--- config.mk ---
export PLATFORM = sky130hd
export DESIGN_NAME = load_store_unit
export DESIGN_NICKNAME = d
export VERILOG_FILES = /design/src/rtl/mem_pkg.sv /design/src/rtl/lsu_lane_align.sv /design/src/rtl/load_store_unit.sv
export SDC_FILE = /design/constraint.sdc
export NUM_CORES = 1
export LEC_CHECK = 0
export ABC_AREA = 1
export CAP_MARGIN = 20
export CORE_UTILIZATION = 47
export CTS_BUF_LIST = sky130_fd_sc_hd__clkbuf_16
export CTS_CLUSTER_SIZE = 24
export DETAILED_ROUTE_END_ITERATION = 10
export PLACE_DENSITY = 0.85
export SYNTH_ARGS = -nofsm -noshare
export SYNTH_HDL_FRONTEND = slang
export SYNTH_SLANG_ARGS = --single-unit
--- constraint.sdc ---
create_clock -name clock -period 3.4 [get_ports clock]
set_input_delay 0.34 -clock clock [delete_from_list [all_inputs] [get_ports clock]]
set_output_delay 0.34 -clock clock [all_outputs]
set_load 0.01 [all_outputs]
--- src/rtl/mem_pkg.sv ---
// Shared definitions for the load/store unit: access sizes, FSM states
// and the byte-lane helpers used on both the store and the load path.
package mem_pkg;

    localparam logic [1:0] SIZE_BYTE = 2'b00;
    localparam logic [1:0] SIZE_HALF = 2'b01;
    localparam logic [1:0] SIZE_WORD = 2'b10;

    typedef enum logic [1:0] {
        ST_IDLE    = 2'd0,
        ST_ACCESS  = 2'd1,
        ST_CAPTURE = 2'd2,
        ST_RESP    = 2'd3
    } lsu_state_e;

    function automatic logic [3:0] lane_mask(input logic [1:0] size, input logic [1:0] offset);
        case (size)
            SIZE_BYTE: lane_mask = 4'b0001 << offset;
            SIZE_HALF: lane_mask = offset[1] ? 4'b1100 : 4'b0011;
            SIZE_WORD: lane_mask = 4'b1111;
            default:   lane_mask = 4'b0000;
        endcase
    endfunction

    // Size 11 is never legal; halves need an even address, words a multiple of 4.
    function automatic logic is_bad_request(input logic [1:0] size, input logic [1:0] offset);
        case (size)
            SIZE_BYTE: is_bad_request = 1'b0;
            SIZE_HALF: is_bad_request = offset[0];
            SIZE_WORD: is_bad_request = (offset != 2'b00);
            default:   is_bad_request = 1'b1;
        endcase
    endfunction

endpackage

--- src/rtl/lsu_lane_align.sv ---
// Combinational byte-lane steering: replicates store data across lanes and
// extracts/extends the addressed lane(s) of a RAM read word.
module lsu_lane_align
    import mem_pkg::*;
(
    input  logic [1:0]  size,
    input  logic [1:0]  offset,
    input  logic        is_signed,
    input  logic [31:0] wdata,
    input  logic [31:0] rdata,
    output logic [3:0]  bank_mask,
    output logic [31:0] store_data,
    output logic [31:0] load_data
);

    logic [7:0]  byte_sel;
    logic [15:0] half_sel;

    always_comb begin
        bank_mask = lane_mask(size, offset);
        case (size)
            SIZE_BYTE: store_data = {4{wdata[7:0]}};
            SIZE_HALF: store_data = {2{wdata[15:0]}};
            SIZE_WORD: store_data = wdata;
            default:   store_data = '0;
        endcase
    end

    // Only the addressed lane(s) may reach load_data; the rest of rdata is stale.
    always_comb begin
        case (offset)
            2'd1:    byte_sel = rdata[15:8];
            2'd2:    byte_sel = rdata[23:16];
            2'd3:    byte_sel = rdata[31:24];
            default: byte_sel = rdata[7:0];
        endcase
        half_sel = offset[1] ? rdata[31:16] : rdata[15:0];
        case (size)
            SIZE_BYTE: load_data = {{24{is_signed & byte_sel[7]}}, byte_sel};
            SIZE_HALF: load_data = {{16{is_signed & half_sel[15]}}, half_sel};
            SIZE_WORD: load_data = rdata;
            default:   load_data = '0;
        endcase
    end

endmodule

--- src/rtl/load_store_unit.sv ---
// Load/store unit: turns byte-addressed CPU requests into single-cycle
// accesses of a 4-bank byte-lane RAM and returns one response per request.
module load_store_unit
    import mem_pkg::*;
#(
    parameter int ADDR_WIDTH = 12
) (
    input  logic                  clock,
    input  logic                  reset,
    input  logic                  req_valid,
    output logic                  req_ready,
    input  logic                  req_we,
    input  logic [1:0]            req_size,
    input  logic                  req_signed,
    input  logic [ADDR_WIDTH-1:0] req_addr,
    input  logic [31:0]           req_wdata,
    output logic                  resp_valid,
    output logic [31:0]           resp_rdata,
    output logic                  resp_error,
    output logic                  ram_enable,
    output logic [3:0]            ram_bank_select,
    output logic [ADDR_WIDTH-3:0] ram_addr,
    output logic [31:0]           ram_di,
    output logic                  ram_we,
    input  logic [31:0]           ram_do
);

    lsu_state_e            state_q, state_d;
    logic                  we_q, we_d;
    logic [1:0]            size_q, size_d;
    logic                  signed_q, signed_d;
    logic [1:0]            offset_q, offset_d;
    logic                  ram_enable_q, ram_enable_d;
    logic                  ram_we_q, ram_we_d;
    logic [3:0]            ram_bank_select_q, ram_bank_select_d;
    logic [ADDR_WIDTH-3:0] ram_addr_q, ram_addr_d;
    logic [31:0]           ram_di_q, ram_di_d;
    logic                  resp_valid_q, resp_valid_d;
    logic [31:0]           resp_rdata_q, resp_rdata_d;
    logic                  resp_error_q, resp_error_d;

    logic [1:0]  align_size;
    logic [1:0]  align_offset;
    logic [3:0]  align_mask;
    logic [31:0] align_di;
    logic [31:0] align_load;

    // In IDLE the aligner sees the incoming request (store side); afterwards the latched one (load side).
    assign align_size   = (state_q == ST_IDLE) ? req_size : size_q;
    assign align_offset = (state_q == ST_IDLE) ? req_addr[1:0] : offset_q;

    lsu_lane_align u_lane_align (
        .size       (align_size),
        .offset     (align_offset),
        .is_signed  (signed_q),
        .wdata      (req_wdata),
        .rdata      (ram_do),
        .bank_mask  (align_mask),
        .store_data (align_di),
        .load_data  (align_load)
    );

    always_comb begin
        state_d           = state_q;
        we_d              = we_q;
        size_d            = size_q;
        signed_d          = signed_q;
        offset_d          = offset_q;
        ram_enable_d      = 1'b0;
        ram_we_d          = 1'b0;
        ram_bank_select_d = 4'b0000;
        ram_addr_d        = ram_addr_q;
        ram_di_d          = ram_di_q;
        resp_valid_d      = 1'b0;
        resp_rdata_d      = resp_rdata_q;
        resp_error_d      = resp_error_q;
        case (state_q)
            ST_IDLE: begin
                if (req_valid) begin
                    we_d     = req_we;
                    size_d   = req_size;
                    signed_d = req_signed;
                    offset_d = req_addr[1:0];
                    if (is_bad_request(req_size, req_addr[1:0])) begin
                        state_d      = ST_RESP;
                        resp_valid_d = 1'b1;
                        resp_error_d = 1'b1;
                        resp_rdata_d = '0;
                    end else begin
                        state_d           = ST_ACCESS;
                        ram_enable_d      = 1'b1;
                        ram_we_d          = req_we;
                        ram_bank_select_d = align_mask;
                        ram_addr_d        = req_addr[ADDR_WIDTH-1:2];
                        ram_di_d          = align_di;
                    end
                end
            end
            ST_ACCESS: state_d = ST_CAPTURE;
            ST_CAPTURE: begin
                state_d      = ST_RESP;
                resp_valid_d = 1'b1;
                resp_error_d = 1'b0;
                resp_rdata_d = we_q ? 32'd0 : align_load;
            end
            default: state_d = ST_IDLE;
        endcase
    end

    always_ff @(posedge clock) begin
        if (reset) begin
            state_q           <= ST_IDLE;
            we_q              <= 1'b0;
            size_q            <= 2'b00;
            signed_q          <= 1'b0;
            offset_q          <= 2'b00;
            ram_enable_q      <= 1'b0;
            ram_we_q          <= 1'b0;
            ram_bank_select_q <= 4'b0000;
            ram_addr_q        <= '0;
            ram_di_q          <= '0;
            resp_valid_q      <= 1'b0;
            resp_rdata_q      <= '0;
            resp_error_q      <= 1'b0;
        end else begin
            state_q           <= state_d;
            we_q              <= we_d;
            size_q            <= size_d;
            signed_q          <= signed_d;
            offset_q          <= offset_d;
            ram_enable_q      <= ram_enable_d;
            ram_we_q          <= ram_we_d;
            ram_bank_select_q <= ram_bank_select_d;
            ram_addr_q        <= ram_addr_d;
            ram_di_q          <= ram_di_d;
            resp_valid_q      <= resp_valid_d;
            resp_rdata_q      <= resp_rdata_d;
            resp_error_q      <= resp_error_d;
        end
    end

    assign req_ready       = (state_q == ST_IDLE) & ~reset;
    assign ram_enable      = ram_enable_q;
    assign ram_we          = ram_we_q;
    assign ram_bank_select = ram_bank_select_q;
    assign ram_addr        = ram_addr_q;
    assign ram_di          = ram_di_q;
    assign resp_valid      = resp_valid_q;
    assign resp_rdata      = resp_rdata_q;
    assign resp_error      = resp_error_q;

endmodule

# == Word level (Yosys, flattened, before mapping) ==
# Index checks and enable logic that the tools add are counted.
# totals
register_bits,90
latch_bits,0
ram_bits,0
rom_bits,0
input_bits,83
output_inout_bits,83
n_memories,0
# classes
add_sub_neg,0
n_mul,0
div_mod_pow,0
n_lt_le_gt_ge,0
n_eq_ne,11
shifts,1
mux,25
n_bitwise,7
n_reduce_logical,10
# ops
operator,count
$pmux 32 s3,2
$mux 32,3
$pmux 32 s2,1
$pmux 8 s3,1
$mux 16,1
$pmux 4 s3,1
$eq 2x2->1 const B,5
$eq 2x1->1 const B,4
$mux 2,4
$mux 1,7
$logic_not 2->1,3
$pmux 2 s3,1
$reduce_and 3->1,2
$mux 4,1
$not 1->1,4
$pmux 1 s2,2
$reduce_bool 2->1,2
$reduce_or 4->1,1
$shl 1x2->4 const A,1
$and 1x1->1,3
$pmux 1 s3,1
$reduce_or 3->1,1
$ne 2x1->1 const B,1
$ne 2x2->1 const B,1
$reduce_and 2->1,1

# == Longest topological paths before layout ==
# logic_depth
word_depth,8
depth_mapped,14

# == Modules after synthesis ==
# Synthesis repeated with hierarchy kept, for this count alone.
# hier_totals
cells_unflattened,801
area_unflattened_um2,5032.3
# by_module_without_submodules
mod,n_inst,cells_each,area_each_um2,seq_area_each_um2
load_store_unit,1,508,3696.0,1801.7
lsu_lane_align,1,293,1336.3,0.0

# == Worst setup path after synthesis ==
# Ideal clock, no wire load.
# synth_path
path_type,register to register
from,register state_q[0]
to,"register resp_rdata_q[24], in the netlist resp_rdata[24]"
setup_ns,0.069
arrival_ns,1.757
t_required_ns,3.331
path_slack_ns,1.574
path_stages_with_launch,15
n_path_buf,1
period_less_slack_ns,1.826
path_cell_list,dfxtp_1 inv_1 ha_1 inv_2 nand2_2 nand2_4 inv_4 nor2_8 inv_2 nor2_4 buf_4 nor2_1 nand2_1 nand2_1 a21oi_2
# synth_between
elab_chain_cells,8
word_cells_on_any_way,21
classes_between,eq/ne (8); mux (7); bitwise (2); reduce/logical (4)
# synth_lines
element,line_no,text
start: declaration,load_store_unit.sv:28,"lsu_state_e state_q, state_d;"
start signal: assignment,load_store_unit.sv:126,state_q <= state_d;
$logic_not 2->1,"load_store_unit.sv:49, load_store_unit.sv:50, load_store_unit.sv:77",
$mux 2,load_store_unit.sv:50,assign align_offset = (state_q == ST_IDLE) ? req_addr[1:0] : offset_q;
$eq 2x2->1 / $eq 2x1->1 (equally long branches),lsu_lane_align.sv:31,case (offset)
$pmux 8 s3,lsu_lane_align.sv:31,
$and 1x1->1,lsu_lane_align.sv:39,"SIZE_BYTE: load_data = {{24{is_signed & byte_sel[7]}}, byte_sel};"
$pmux 32 s3,lsu_lane_align.sv:38,case (size)
$mux 32,load_store_unit.sv:104,resp_rdata_d = we_q ? 32'd0 : align_load;
$pmux 32 s2,load_store_unit.sv:77,case (state_q)
end signal: assignment,load_store_unit.sv:137,resp_rdata_q <= resp_rdata_d;
end: declaration,load_store_unit.sv:39,"logic [31:0] resp_rdata_q, resp_rdata_d;"
# Several ways; a longest one is shown, not always the timed one.
# A chain may end at the register's enable or synchronous reset.

# == Worst setup path in the final report ==
# layout_path
from,register state_q[0]
to,"register resp_rdata_q[0], in the netlist resp_rdata[0]"
# layout_between
elab_chain_cells,7
word_cells_on_any_way,19
classes_between,eq/ne (8); mux (7); reduce/logical (4)
# layout_lines
element,line_no
$logic_not 2->1,"load_store_unit.sv:49, load_store_unit.sv:50, load_store_unit.sv:77"
$mux 2,load_store_unit.sv:50
$eq 2x2->1 / $eq 2x1->1 (equally long branches),lsu_lane_align.sv:31
$pmux 8 s3,lsu_lane_align.sv:31
$pmux 32 s3,lsu_lane_align.sv:38
$mux 32,load_store_unit.sv:104
$pmux 32 s2,load_store_unit.sv:77
# Several ways; a longest one is shown, not always the timed one.

==> impl_metrics.yaml <==
pwr:
  power_mw: 4.25
  power_frac_seq: 0.301
  vdd_drop_max_mv: 0.673
  p_leak_nw: 2.63
  p_per_area_mw_per_mm2: 680
  p_switching_mw: 1.81
  intPower_mw: 2.44
  switching_share: 0.427
  clkPwrFrac: 0.221
  power_frac_comb: 0.479
setup_path:
  required_ns: 3.66
  r2r.worst_path.cells: 12
  crit_slowest_cell: "ha_1"
  cp_max_fo: 22
  cp-end-kind: "flip-flop"
  cp_data_arrival_time_ns: 3.05
  path_cells: "inv_1, ha_1, inv_2, nand2_1, nand2_2, nor2_4, inv_2, nand3_1, nand2_1, nand3_1, nand2_1, a21oi_1"
  r2r_slack_ns: 0.61
  crit_type: "reg -> reg"
  worst-path-buf-inv: 3
  r2r_start: "state_q[0]"
  critical_path.top_delay_family: "simple AND/OR/NAND/NOR gates"
  r2r-end: "resp_rdata[0]"
  cpPeakStageDelay_ns: 0.46
  start_kind: "flip-flop"
  crit_top_cell: "nand2_1"
routing:
  avgViaCountPerCell: 5.32
  drc: 0
  ant_nets: 0
  vias: 4828
  wl_mm: 13.6
  initialDrtViolationCount: 333
  drtPass1Iterations: 5
  wire_per_inst_um: 15.0
cts:
  cts_num_sinks: 90
  cts-resized-gates: 0
  h-tree-depth: 3
  post_cts_buffers: 0
  cts_buffers: 9
  cts_tree: "built"
  clkTransAtPathRegs_ns: 0.07
  worstSkewPairLatency_ns: 0.34
  cts_hold_buffers: 0
  clockBufferDepth: 2
  cts_root_buf: "clkbuf_16"
timing:
  fmax_mhz: 358
  hold_viol_final: 0
  hold_ws_ns: 0.463
  slew_viol_final: 0
  rsz0062_at_grt: "false"
  period_share: 0.821
  period_needed_ns: 2.79
  fin_worst_skew_ns: 0.00799
  worst_pin_slew_ns: 0.593
  setup_viol: 0
  slew_headroom: 0.604
  setup_tns_ns: 0
logic_synthesis:
  yosysWarningCount: 0
  synthTopCellsByCount: "227 x nand2_1, 90 x dfxtp_1, 80 x nor2_1"
  synth-seq-area-share: 0.421
  synthTopCellsByArea: "dfxtp_1 42%, nand2_1 20%, a21oi_1 7.1%"
  ys_ff_latch: 90
  yosysMostFrequentCell: "nand2_1"
  synthFlopType: "dfxtp_1"
  synth-edff-count: 0
  syn_avg_cell_area_sq_um: 6.64
  ys_types: 25
  yosysTopAreaCellShare: 0.421
  syn_inst: 644
  async_flop_share: 0
  yosys.area.top_type: "dfxtp_1"
  netlist_area_sq_mm: 0.00428
  syn-num-nets: 730
worst_hold_path:
  whs_endpoint: "resp_error"
  hold_start: "resp_error"
  worstHoldPathCells: 2
  hold_class: "reg -> reg"
grt:
  grt_pass1_vias: 4593
  grt_max_degree: 45
  antenna_found_initial: 0
  grt_first_pass_wirelength_mm: 22.4
  grt_overflow: 0
  grtUsageTotal: 0.291
place:
  portBuffers: 165
  placedCellCount: 890
  hpwl_mm: 9.83
  gp_congestion: 0.960
die:
  core_region_area_sq_mm: 0.00876
  die_x_um: 97.4
  row_count: 34
  die_h_um: 97.4
  start_util: 0.488
  dieArea_sq_mm: 0.00948
  io_pins: 166
finish:
  area_growth_pct: 46.1
  drive_above_1_share: 0.0713
  layoutNonFillerInstCount: 907
  layout.nets: 880
  diodes: 0
outcome:
  outcome: "finished, final reports clean"
job:
  drv_cap: 0
## flip-flops by register name, indices dropped and copies added (netlist names), 2 cells and up
register / count
resp_rdata: 32
ram_bank_select: 4
ram_addr: 10
size_q: 2
state_q: 2
ram_di: 32
offset_q: 2
## placed cells by master, fill, tap and decap left out, drive strengths merged
cell type and instances:
a21oi 69, o21bai 1, ha 3, a31oi 12
inv 41, clkbuf 9, clkinv 3, clkinvlp 2
o21ai 36, clkdlybuf4s50 164, nand3 38, nor2 83
nand2 238, buf 8, dfxtp 90, a211oi 2
## how the worst max path moves through the flow
stage,start,depth (start not counted),to,slack [ns]
6_report,state_q[0],12,resp_rdata[0],0.61
5_1_grt,state_q[0],12,resp_rdata[0],0.31
4_1_cts,state_q[0],12,resp_rdata[0],0.64
3_5_place_dp,state_q[0],12,resp_rdata[5],0.67
3_3_place_gp,state_q[0],12,resp_rdata[5],0.84
2_1_floorplan,state_q[0],14,resp_rdata[24],1.57
## cell families after synthesis
logic type	count (synthesis)	synth area share
simple gates	359	0.345
fa+ha+maj	3	0.00878
compound gates	120	0.153
flops	90	0.421
buf+inv	72	0.0726
## metrics by stage
stage	worst slack, ns	utilization	cell area, sq um
after floorplan	1.57	-	4280
after global placement	0.840	0.678	5940
after detailed placement	0.675	0.678	5940
after CTS	0.638	0.710	6220
after global routing	0.312	0.713	6250
final	0.609	0.713	6250
## per-layer routing
| layer | up-vias | part of all wire | global-route usage |
|---|---|---|---|
| li1 | 2349 | - | - |
| met1 | 2196 | 0.41 | 0.370 |
| met2 | 238 | 0.48 | 0.485 |
| met3 | 45 | 0.071 | 0.0482 |
| met4 | 0 | 0.039 | 0.126 |
| met5 | - | 0 | 0 |
## power by group through the flow
| stage | clock (mW) | combinational, mW | sequential (mW) |
|---|---|---|---|
| after global routing | 0.985 | 2.25 | 1.30 |
| after CTS | 0.935 | 2.01 | 1.28 |
| final | 0.937 | 2.04 | 1.28 |
| after detailed placement | 0 | 1.99 | 1.30 |
| after floorplan | 0 | 1.32 | 1.35 |
| after global placement | 0 | 1.94 | 1.29 |
## layout make-up
cell class              instances  area [sq um]
clock buffers                   9           225
clock inverters                 7          51.3
multi-input cells             482          2170
fillers                       734          2510
repair buffers                172          1720
inverters                      39           149
well taps                     108           135
flip-flops and latches         90          1800
## worst register-to-register path: stages, from the launching register on
cell	delay, ns
dfxtp_1	0.33
inv_1	0.09
ha_1	0.46
inv_2	0.18
nand2_1	0.12
nand2_2	0.19
nor2_4	0.40
inv_2	0.27
nand3_1	0.32
nand2_1	0.08
nand3_1	0.07
nand2_1	0.05
a21oi_1	0.14
(Power assumes the default switching activity.)
